--- config.mk ---
export PLATFORM = sky130hd
export DESIGN_NAME = key_entry_ctrl_flat
export DESIGN_NICKNAME = d
export VERILOG_FILES = /design/src/rtl/key_entry_ctrl_if.sv /design/src/rtl/key_entry_ctrl.sv /design/src/flat_wrapper.sv
export SDC_FILE = /design/constraint.sdc
export NUM_CORES = 1
export LEC_CHECK = 0
export CELL_PAD_IN_SITES_DETAIL_PLACEMENT = 1
export CELL_PAD_IN_SITES_GLOBAL_PLACEMENT = 1
export CORE_UTILIZATION = 39
export DETAILED_ROUTE_END_ITERATION = 7
export PLACE_DENSITY_LB_ADDON = 0.1
export SYNTH_ARGS = -nofsm -noshare
export SYNTH_HDL_FRONTEND = slang
export SYNTH_SLANG_ARGS = --single-unit
export TNS_END_PERCENT = 1
--- constraint.sdc ---
create_clock -name clk -period 2.65 [get_ports clk]
set_clock_uncertainty 0.1 [all_clocks]
set_input_delay 0.53 -clock clk [delete_from_list [all_inputs] [get_ports clk]]
set_output_delay 0.53 -clock clk [all_outputs]
set_load 0.02 [all_outputs]
--- src/rtl/key_entry_ctrl_if.sv ---
// Keypad / ALU / display signal bundle for key_entry_ctrl.
// The master drives keypad and ALU responses; the slave is the controller.
interface key_entry_ctrl_if #(
    parameter int unsigned DIGITS = 4
);
    logic                  key_valid;
    logic [3:0]            key_code;
    logic                  key_ready;
    logic [4*DIGITS-1:0]   op_a;
    logic [4*DIGITS-1:0]   op_b;
    logic [1:0]            op_code;
    logic                  calc_req;
    logic                  calc_ack;
    logic [4*DIGITS-1:0]   result_bcd;
    logic                  result_err;
    logic [4*DIGITS-1:0]   disp_value;
    logic                  err;
    logic [1:0]            state;

    modport master (
        output key_valid, key_code, calc_ack, result_bcd, result_err,
        input  key_ready, op_a, op_b, op_code, calc_req, disp_value, err, state
    );

    modport slave (
        input  key_valid, key_code, calc_ack, result_bcd, result_err,
        output key_ready, op_a, op_b, op_code, calc_req, disp_value, err, state
    );
endinterface

--- src/rtl/key_entry_ctrl.sv ---
// Calculator operand-entry sequencer: builds two BCD operands and an operator from
// keypad codes, then hands them to the ALU over a req/ack handshake with timeout.
module key_entry_ctrl #(
    parameter int unsigned DIGITS      = 4,
    parameter int unsigned ACK_TIMEOUT = 1000
) (
    input logic             clk,
    input logic             rst,
    key_entry_ctrl_if.slave bus
);
    localparam int unsigned W    = 4 * DIGITS;
    localparam int unsigned CntW = $clog2(DIGITS + 1);
    localparam int unsigned TmrW = (ACK_TIMEOUT > 1) ? $clog2(ACK_TIMEOUT) : 1;

    typedef enum logic [1:0] {
        StEnterA     = 2'd0,
        StEnterB     = 2'd1,
        StRequest    = 2'd2,
        StShowResult = 2'd3
    } state_e;

    state_e            state_q, state_d;
    logic [W-1:0]      op_a_q, op_a_d, op_b_q, op_b_d, result_q, result_d;
    logic [1:0]        op_code_q, op_code_d;
    logic [CntW-1:0]   cnt_a_q, cnt_a_d, cnt_b_q, cnt_b_d;
    logic [TmrW-1:0]   timer_q, timer_d;
    logic              req_q, req_d, err_q, err_d;

    logic              accept, is_digit, is_op, is_eq, is_clr;
    logic [3:0]        op_sel;
    logic [W-1:0]      digit_w;

    assign accept   = bus.key_valid && (state_q != StRequest);
    assign is_digit = (bus.key_code <= 4'd9);
    assign is_op    = (bus.key_code >= 4'd10) && (bus.key_code <= 4'd13);
    assign is_eq    = (bus.key_code == 4'd14);
    assign is_clr   = (bus.key_code == 4'd15);
    assign op_sel   = bus.key_code - 4'd10;
    assign digit_w  = {{(W-4){1'b0}}, bus.key_code};

    always_comb begin
        state_d   = state_q;
        op_a_d    = op_a_q;
        op_b_d    = op_b_q;
        result_d  = result_q;
        op_code_d = op_code_q;
        cnt_a_d   = cnt_a_q;
        cnt_b_d   = cnt_b_q;
        timer_d   = timer_q;
        req_d     = req_q;
        err_d     = err_q;

        if (state_q == StRequest) begin
            // Ack takes priority over a simultaneous timeout.
            if (bus.calc_ack) begin
                req_d    = 1'b0;
                result_d = bus.result_bcd;
                err_d    = bus.result_err;
                state_d  = StShowResult;
            end else if (timer_q == TmrW'(ACK_TIMEOUT - 1)) begin
                req_d    = 1'b0;
                result_d = '0;
                err_d    = 1'b1;
                state_d  = StShowResult;
            end else begin
                timer_d = timer_q + 1'b1;
            end
        end else if (accept) begin
            err_d = 1'b0;
            if (is_clr) begin
                state_d   = StEnterA;
                op_a_d    = '0;
                op_b_d    = '0;
                result_d  = '0;
                op_code_d = '0;
                cnt_a_d   = '0;
                cnt_b_d   = '0;
                timer_d   = '0;
                req_d     = 1'b0;
            end else begin
                unique case (state_q)
                    StEnterA: begin
                        if (is_digit && cnt_a_q != CntW'(DIGITS)) begin
                            op_a_d  = {op_a_q[W-5:0], bus.key_code};
                            cnt_a_d = cnt_a_q + 1'b1;
                        end else if (is_op) begin
                            op_code_d = op_sel[1:0];
                            op_b_d    = '0;
                            cnt_b_d   = '0;
                            state_d   = StEnterB;
                        end
                    end
                    StEnterB: begin
                        if (is_digit && cnt_b_q != CntW'(DIGITS)) begin
                            op_b_d  = {op_b_q[W-5:0], bus.key_code};
                            cnt_b_d = cnt_b_q + 1'b1;
                        end else if (is_op) begin
                            op_code_d = op_sel[1:0];
                        end else if (is_eq && cnt_b_q != '0) begin
                            req_d   = 1'b1;
                            timer_d = '0;
                            state_d = StRequest;
                        end
                    end
                    StShowResult: begin
                        if (is_digit) begin
                            op_a_d  = digit_w;
                            cnt_a_d = CntW'(1);
                            op_b_d  = '0;
                            state_d = StEnterA;
                        end else if (is_op) begin
                            if (err_q) begin
                                err_d = 1'b1;
                            end else begin
                                // Chain: previous result becomes a locked operand A.
                                op_a_d    = result_q;
                                cnt_a_d   = CntW'(DIGITS);
                                op_code_d = op_sel[1:0];
                                op_b_d    = '0;
                                cnt_b_d   = '0;
                                state_d   = StEnterB;
                            end
                        end
                    end
                    default: ;
                endcase
            end
        end
    end

    always_ff @(posedge clk) begin
        if (rst) begin
            state_q   <= StEnterA;
            op_a_q    <= '0;
            op_b_q    <= '0;
            result_q  <= '0;
            op_code_q <= '0;
            cnt_a_q   <= '0;
            cnt_b_q   <= '0;
            timer_q   <= '0;
            req_q     <= 1'b0;
            err_q     <= 1'b0;
        end else begin
            state_q   <= state_d;
            op_a_q    <= op_a_d;
            op_b_q    <= op_b_d;
            result_q  <= result_d;
            op_code_q <= op_code_d;
            cnt_a_q   <= cnt_a_d;
            cnt_b_q   <= cnt_b_d;
            timer_q   <= timer_d;
            req_q     <= req_d;
            err_q     <= err_d;
        end
    end

    always_comb begin
        bus.disp_value = op_a_q;
        unique case (state_q)
            StEnterA:     bus.disp_value = op_a_q;
            StEnterB:     bus.disp_value = (cnt_b_q != '0) ? op_b_q : op_a_q;
            StRequest:    bus.disp_value = op_b_q;
            StShowResult: bus.disp_value = result_q;
            default:      bus.disp_value = op_a_q;
        endcase
    end

    assign bus.key_ready = (state_q != StRequest);
    assign bus.op_a      = op_a_q;
    assign bus.op_b      = op_b_q;
    assign bus.op_code   = op_code_q;
    assign bus.calc_req  = req_q;
    assign bus.err       = err_q;
    assign bus.state     = state_q;
endmodule

--- src/flat_wrapper.sv ---
// flat-port wrapper written by rule: the top's interface ports become plain ports
module key_entry_ctrl_flat 
#(
    parameter int unsigned DIGITS      = 4,
    parameter int unsigned ACK_TIMEOUT = 1000
)
  (clk, rst, bus_key_valid, bus_key_code, bus_calc_ack, bus_result_bcd, bus_result_err, bus_key_ready, bus_op_a, bus_op_b, bus_op_code, bus_calc_req, bus_disp_value, bus_err, bus_state);
  key_entry_ctrl_if #(.DIGITS(DIGITS)) bus_i ();
  input logic clk;
  input logic rst;
  input wire logic [$bits(bus_i.key_valid)-1:0] bus_key_valid;
  input wire logic [$bits(bus_i.key_code)-1:0] bus_key_code;
  input wire logic [$bits(bus_i.calc_ack)-1:0] bus_calc_ack;
  input wire logic [$bits(bus_i.result_bcd)-1:0] bus_result_bcd;
  input wire logic [$bits(bus_i.result_err)-1:0] bus_result_err;
  output wire logic [$bits(bus_i.key_ready)-1:0] bus_key_ready;
  output wire logic [$bits(bus_i.op_a)-1:0] bus_op_a;
  output wire logic [$bits(bus_i.op_b)-1:0] bus_op_b;
  output wire logic [$bits(bus_i.op_code)-1:0] bus_op_code;
  output wire logic [$bits(bus_i.calc_req)-1:0] bus_calc_req;
  output wire logic [$bits(bus_i.disp_value)-1:0] bus_disp_value;
  output wire logic [$bits(bus_i.err)-1:0] bus_err;
  output wire logic [$bits(bus_i.state)-1:0] bus_state;
  assign bus_i.key_valid = bus_key_valid;
  assign bus_i.key_code = bus_key_code;
  assign bus_i.calc_ack = bus_calc_ack;
  assign bus_i.result_bcd = bus_result_bcd;
  assign bus_i.result_err = bus_result_err;
  assign bus_key_ready = bus_i.key_ready;
  assign bus_op_a = bus_i.op_a;
  assign bus_op_b = bus_i.op_b;
  assign bus_op_code = bus_i.op_code;
  assign bus_calc_req = bus_i.calc_req;
  assign bus_disp_value = bus_i.disp_value;
  assign bus_err = bus_i.err;
  assign bus_state = bus_i.state;
  key_entry_ctrl #(.DIGITS(DIGITS), .ACK_TIMEOUT(ACK_TIMEOUT)) u_core (.clk(clk), .rst(rst), .bus(bus_i));
endmodule
==> results by group, run 1 <==
Die
  • Die area: 0.0106 mm²
  • IO Count: 80
  • Initial Util: 0.406
  • Core Box Area: 0.00982 mm²
  • Chip height: 103 µm
  • # rows: 36
  • Die W: between 100 and 150 µm

Clock network
  • Total clock sinks: 70
  • CTS clock-pin slew for the worst setup and hold paths: 0.08 ns
  • Num CTS Buffers: 9
  • CTS Hold Bufs: 0
  • TritonCTS clock tree: done
  • Skew-Pair Late Insertion Delay: 0.36 ns
  • Clock Root Buffer: clkbuf_8
  • Postcts setup bufs: 0
  • Clock buffer depth: 2
  • # H-tree levels: 3

Worst setup path
  • Reg-to-reg slack, setup: around 0.22 ns
  • RR Startpoint: u_core.bus.state[1]
  • Reg2reg path depth: 9
  • FF-to-FF End: u_core.cnt_b_q[0]
  • Kind of start point of the critical path: flip-flop
  • CP endpoint kind: output pin
  • CP Max Fanout: 15
  • WS Path Type: flip-flop to output pin
  • Req. time, crit path: 2.02 ns
  • WP data arrival: roughly 1.9 ns

Synthesis
  • Compound-cell area share of the yosys netlist: 0.367
  • Post-synthesis sequential area ratio: 0.352
  • Synth top area cells: dfxtp_1 35%, a22oi_1 6.0%, a21oi_1 5.0%
  • Yosys top cell by area: dfxtp_1
  • Post-synth EDFFs: 0
  • Primary FF master, synth: dfxtp_1
  • Synth top area share: 0.352
  • Post-synthesis mux area share: 0.0154
  • Post-Synth Simple-Gate Area: 0.157
  • Adder-cell share of the synthesized area: 0.0371
  • Most frequent cell after synthesis: dfxtp_1
  • Cells after Synth: between 400 and 500
  • Cell Area, Synth: approximately 0.0040 mm²
  • Synth Area in XOR/XNOR: 0.00440
  • Netlist cell types: slightly below 70
  • #FFs+latches synth: 70
  • Syn_area_per_cell: 8.46 µm²
  • Syn nets: around 510
  • Post-synth top cells: 70 x dfxtp_1, 40 x a21oi_1, 36 x o21ai_0
  • Async SR Flop Fraction: 0
  • Combinational family with the most area after synthesis: compound AO/OA/AOI/OAI gates
  • YS warnings: 0

STA
  • Fmax: between 300 and 400 MHz
  • Final Hold Fails: 0
  • Fin crit share: 0.967
  • Setup_tns: 0 ns
  • Max-slew headroom: 0.568
  • Fin crit period: 2.56 ns
  • Worst-Margin Slew: 0.648 ns
  • Worst setup margin: just under 0.09 ns
  • Setup violations, final: 0
  • RSZ-0062 raised after global routing: yes
  • Max Slew Vio Count: 0

Hold path
  • Worst Hold Depth: 2
  • Hold Path Sink: u_core.bus.calc_req
  • Class of the worst hold path: flip-flop to flip-flop
  • Hold Startpoint: u_core.bus.calc_req

Place
  • Post-place setup slack: -0.0289 ns
  • DP HPWL: roughly 11000 µm
  • Final GP Congestion: between 0.9 and 1
  • Placed instance area: between 0.005 and 0.006 mm²
  • Port Buffers: 79

Route
  • Vias per Instance: between 6 and 7
  • DR iter-0 viols: 247
  • DRC violations left: 0
  • Post-route ant nets: 0
  • DR WL/cell: approximately 21 µm
  • Vias: between 4000 and 5000
  • DR pass1 iterations: 5
  • Total routed wirelength: 15100 µm

Run
  • Max Cap Violations: 0

GRT
  • Largest net degree at the start of global routing: 60
  • First-pass GRT wire length: roughly 23000 µm
  • GRT Total Usage: 0.294
  • Number of global-route vias before repair: 4294
  • Grt ovf: 0
  • Antenna violations before repair: 0

Pwr
  • VDD IR max: 0.325 mV
  • PD cells: 645 mW/mm²
  • Pleak: 0.00206 µW

Finish
  • Finished Cell Area: approximately 0.0054 mm²
  • Layout cell share with drive strength beyond 1: 0.221
  • # diodes: 0
  • Layout area overhead: 36.7%
  • Nets: slightly above 600

Run status
  • Status: finished clean
[final cells by class]
| cell class | count | area [µm²] |
|---|---|---|
| clock inverter | 5 | 35.0 |
| sequential | 70 | 1410 |
| multi-input combinational | 344 | 2360 |
| tap | 133 | 166 |
| clock buffer | 11 | 141 |
| inverter | 15 | 56.3 |
| timing repair buffer | 140 | 1280 |
| fill | 1216 | 4370 |
[kinds of logic after synthesis]
family	after synthesis
AO/OA/AOI/OAI	201
XOR/XNOR	2
adder cells (fa/ha/maj)	12
buffers and inverters	57
flip-flops	70
multiplexers	6
AND/OR/NAND/NOR	123
[placed cells by master (no fill, tap or decap), types with 4 or more instances in the layout]
master           Yosys  final
a311oi_1            16     16
nand4_1              6      6
buf_12               0      4
nand2b_1             4      4
a21oi_1             40     40
a41o_1               8      8
and2_1               5      5
o21ai_0             36     22
dfxtp_1             70     67
buf_6                5     10
nor2_1              31     31
a22oi_1             32     31
nor2b_1              5      4
nand3_1             12     12
o21ai_2              2     12
a211oi_1             4      4
buf_2               12      4
nand2_1             34     34
mux2i_1              5      5
o211a_1              9      9
o211ai_1             4      4
clkdlybuf4s50_1      0     62
or4_1                4      4
o21ai_1              4      8
a32oi_1             12     12
clkbuf_8             0     10
a31oi_1              4      4
ha_1                11      9
inv_1               14     14
buf_4                0     58
[worst max-delay path, stage by stage, from the launching register on]
cell     delay [ns]
dfxtp_2        0.33
inv_1          0.05
ha_1           0.18
nor2b_2        0.16
buf_4          0.14
a21o_1         0.21
buf_12         0.15
nand2_1        0.07
o21ai_0        0.09
buf_2          0.17
[state kept, by name (all words and copies together), names as in the netlist]
name and cells:
u_core.bus.op_a 16, u_core.bus.op_b 16, u_core.result_q 16, u_core.timer_q 10, u_core.cnt_a_q 3, u_core.cnt_b_q 3, u_core.bus.op_code 2, u_core.bus.state 2
u_core.bus.calc_req 1, u_core.bus.err 1
[through the flow]
step	util	hold WS [ns]	power, µW	cells
final	0.555	0.393	3510	718
after detailed placement	0.537	0.377	2710	702
after CTS	0.550	0.387	3480	718
after global placement	0.537	0.373	2670	702
after floorplan	-	0.366	2030	471
after global routing	0.555	0.432	3690	718
[worst max-delay path by stage]
stage,endpoint,cells past startpoint,start
6_report,bus_disp_value[4],9,u_core.cnt_b_q[1]
5_1_grt,bus_disp_value[8],9,u_core.cnt_b_q[1]
4_1_cts,bus_disp_value[3],9,u_core.cnt_b_q[0]
3_5_place_dp,u_core.timer_q[3],8,bus_key_code[2]
3_3_place_gp,u_core.cnt_b_q[0],7,bus_key_code[3]
2_1_floorplan,bus_disp_value[1],6,u_core.bus.state[1]
[routing by layer]
metal | part of all wire | wire length (µm) | GRT usage
met5 | 0 | 0 | 0
met4 | 0.017 | 252 | 0.0953
met3 | 0.046 | 696 | 0.0583
met2 | 0.47 | 7090 | 0.454
met1 | 0.47 | 7020 | 0.410
[power by group]
part	switching, µW	internal (µW)	leakage [µW]
logic	842	636	0.00140
registers	93.9	1130	0.000569
clock network	446	366	0.0000893
total	1380	2130	0.00206
[timing repair]
action / CTS / global route
pin swaps: 0 / 2
setup endpoints to repair: 16 / 27
gates resized for setup: 64 / 33
No activity file was read; power rests on OpenSTA's default activity.
==> inputs of run 2 (changes only) <==
--- a/config.mk
+++ b/config.mk
@@ -10,6 +10,8 @@
 export CORE_UTILIZATION = 39
 export DETAILED_ROUTE_END_ITERATION = 7
 export PLACE_DENSITY_LB_ADDON = 0.1
+export RECOVER_POWER = 25
+export SKIP_CTS_REPAIR_TIMING = 1
 export SYNTH_ARGS = -nofsm -noshare
 export SYNTH_HDL_FRONTEND = slang
 export SYNTH_SLANG_ARGS = --single-unit
==> results by group, run 2 (synthesized netlist as in run 1, its figures left out) <==
GRT
  • First-pass GRT wire length: 23300 µm (-0.12%)
  • GRT Total Usage: 0.294 (about the same)
  • GR peak layer: met2
  • Largest net degree at the start of global routing: 60 (unchanged)
  • Number of global-route vias before repair: 4293 (-0.023%)
  • Met1 GRT Util: 0.409 (-0.00166)
  • Met2 Track Usage GR: 0.453 (-0.00103)
  • GR Util met3: 0.0597 (+0.00136)
  • Antenna violations before repair: 0 (unchanged)
  • Grt ovf: 0 (unchanged)

STA
  • Final Hold Fails: 0 (unchanged)
  • Fin crit share: 0.971 (+0.00444)
  • RSZ-0062 raised after global routing: yes
  • Setup violations, final: 0 (unchanged)
  • Hold Worst Slack: 0.391 ns (-0.00188 ns)
  • Fmax: 389 MHz (-0.46%)
  • Worst-Margin Slew: 0.653 ns (+0.00522 ns)
  • Setup_tns: 0 ns (unchanged)
  • Fin crit period: 2.57 ns (+0.0118 ns)
  • Max-slew headroom: 0.565 (-0.00348)
  • Max Slew Vio Count: 0 (unchanged)

Route
  • DR pass1 iterations: 6 (+1)
  • DR WL/cell: 21.0 µm (about the same)
  • DRC violations left: 0 (unchanged)
  • Post-route ant nets: 0 (unchanged)
  • Total routed wirelength: 15000 µm (about the same)
  • Vias: 4343 (+0.79%)
  • Vias per Instance: 6.05 (+0.79%)
  • DR iter-0 viols: 237 (-4.0%)

Finish
  • Nets: 616 (unchanged)
  • Commonest non-fill, non-tap cells in the layout: 69 x dfxtp_1, 65 x buf_4, 40 x a21oi_1, 34 x nand2_1, 34 x clkdlybuf4s50_1
  • # diodes: 0 (unchanged)
  • Layout area overhead: 36.1%
  • Layout cell share with drive strength beyond 1: 0.221 (unchanged)
  • Finished Cell Area: 0.00542 mm² (-0.51%)
  • Commonest non-fill, non-tap cell in the layout: dfxtp_1

Run status
  • Status: finished clean

Worst setup path
  • Kind of start point of the critical path: flip-flop
  • Crit-path slowest cell: dfxtp_2
  • Req. time, crit path: 2.02 ns (about the same)
  • WS Path Type: flip-flop to output pin
  • CP Max Fanout: 10 (-5)
  • CP endpoint kind: output pin
  • Crit-path most repeated cell: buf_4
  • CP top delay family: buffers and inverters
  • Cells along the critical path: inv_1 > ha_1 > inv_2 > o21ai_1 > buf_4 > buf_6 > a22oi_1 > o21ai_2 > buf_4
  • Worst stage delay on the critical path: 0.36 ns (+0.03 ns)
  • WP data arrival: 1.94 ns (about the same)
  • Worst path buffer plus inverter count: 5 (+1)

Place
  • Final GP Congestion: 0.922 (unchanged)
  • DP HPWL: 11100 µm (unchanged)
  • Port Buffers: 79 (unchanged)
  • Placed instance area: 0.00527 mm² (unchanged)

Clock network
  • Clock Root Buffer: clkbuf_8
  • # H-tree levels: 3 (unchanged)
  • TritonCTS clock tree: done
  • Num CTS Buffers: 9 (unchanged)
  • Total clock sinks: 70 (unchanged)
  • CTS clock-pin slew for the worst setup and hold paths: 0.08 ns (about the same)
  • Clock buffer depth: 2 (unchanged)
  • Skew-Pair Late Insertion Delay: 0.37 ns (about the same)

Run
  • Max Cap Violations: 0 (unchanged)

Die
  • Core Box Area: 0.00982 mm² (unchanged)
  • Die area: 0.0106 mm² (unchanged)
  • Die W: 103 µm (unchanged)
  • Initial Util: 0.406 (unchanged)
  • # rows: 36 (unchanged)
  • IO Count: 80 (unchanged)
  • Chip height: 103 µm (unchanged)

Pwr
  • Pleak: 0.00214 µW (+3.8%)
  • PD cells: 641 mW/mm² (-0.57%)
  • VDD IR max: 0.326 mV (+0.23%)

Hold path
  • Class of the worst hold path: flip-flop to flip-flop
run 2: changes by cell type in the layout (fill, tap and decap cells not counted), moves of 7 or more:
cell	before	now
clkdlybuf4s50_1	62	34
buf_6	10	2
dlygate4sd3_1	0	28
buf_4	58	65
run 2: final timing paths:
kind | startpoint | end | slack [ns] | depth (start not counted)
min reg2reg | u_core.bus.calc_req | u_core.bus.calc_req | 0.39 | 2
max | u_core.bus.state[0] | bus_disp_value[14] | 0.08 | 9
max reg2reg | u_core.bus.state[1] | u_core.cnt_b_q[0] | 0.22 | 9
min | u_core.bus.calc_req | u_core.bus.calc_req | 0.39 | 2
run 2: tightest hold or removal path: cells and delay by family (launching register included):
family	cells	cell delay, ns
AO/OA/AOI/OAI	2	0.13
flip-flops	1	0.31
run 2: per-layer routing:
metal  routed length [µm]  vias to the layer above  share of wire
met1                 6900                     2152           0.46
met3                  784                       31          0.052
met5                    0                        -              0
met4                  314                        0          0.021
met2                 7050                      129           0.47
li1                     -                     2031              -
run 2: power by group:
part	total [µW]	switching [µW]	internal [µW]	leakage (µW)
sequential	1220	92.5	1130	0.000568
clock	816	450	366	0.0000893
combinational	1440	836	601	0.00148
run 2: area by class of cell:
type / count / area (µm²)
Timing Repair Buffer: 140 / 1250
Tap cell: 133 / 166
Clock buffer: 11 / 141
Clock inverter: 5 / 35.0
Inverter: 15 / 56.3
Sequential cell: 70 / 1400
Fill cell: 1222 / 4400
Multi-Input combinational cell: 344 / 2370
run 2: metrics by stage:
stage	total power, µW	util	setup slack (ns)	cells
4_1_cts	3520	0.555	-0.493	718
3_5_place_dp	2710	0.537	-0.0289	702
5_1_grt	3650	0.552	-0.0457	718
6_report	3480	0.552	0.0768	718
2_1_floorplan	2030	-	-0.0909	471
3_3_place_gp	2670	0.537	0.0257	702
==> inputs of run 3 (changes only) <==
--- a/config.mk
+++ b/config.mk
@@ -8,6 +8,7 @@
 export CELL_PAD_IN_SITES_DETAIL_PLACEMENT = 1
 export CELL_PAD_IN_SITES_GLOBAL_PLACEMENT = 1
 export CORE_UTILIZATION = 39
+export CTS_CLUSTER_SIZE = 20
 export DETAILED_ROUTE_END_ITERATION = 7
 export PLACE_DENSITY_LB_ADDON = 0.1
 export RECOVER_POWER = 25
==> results of run 3 <==
Final layout, timing and power as in run 2 (identical DEF).
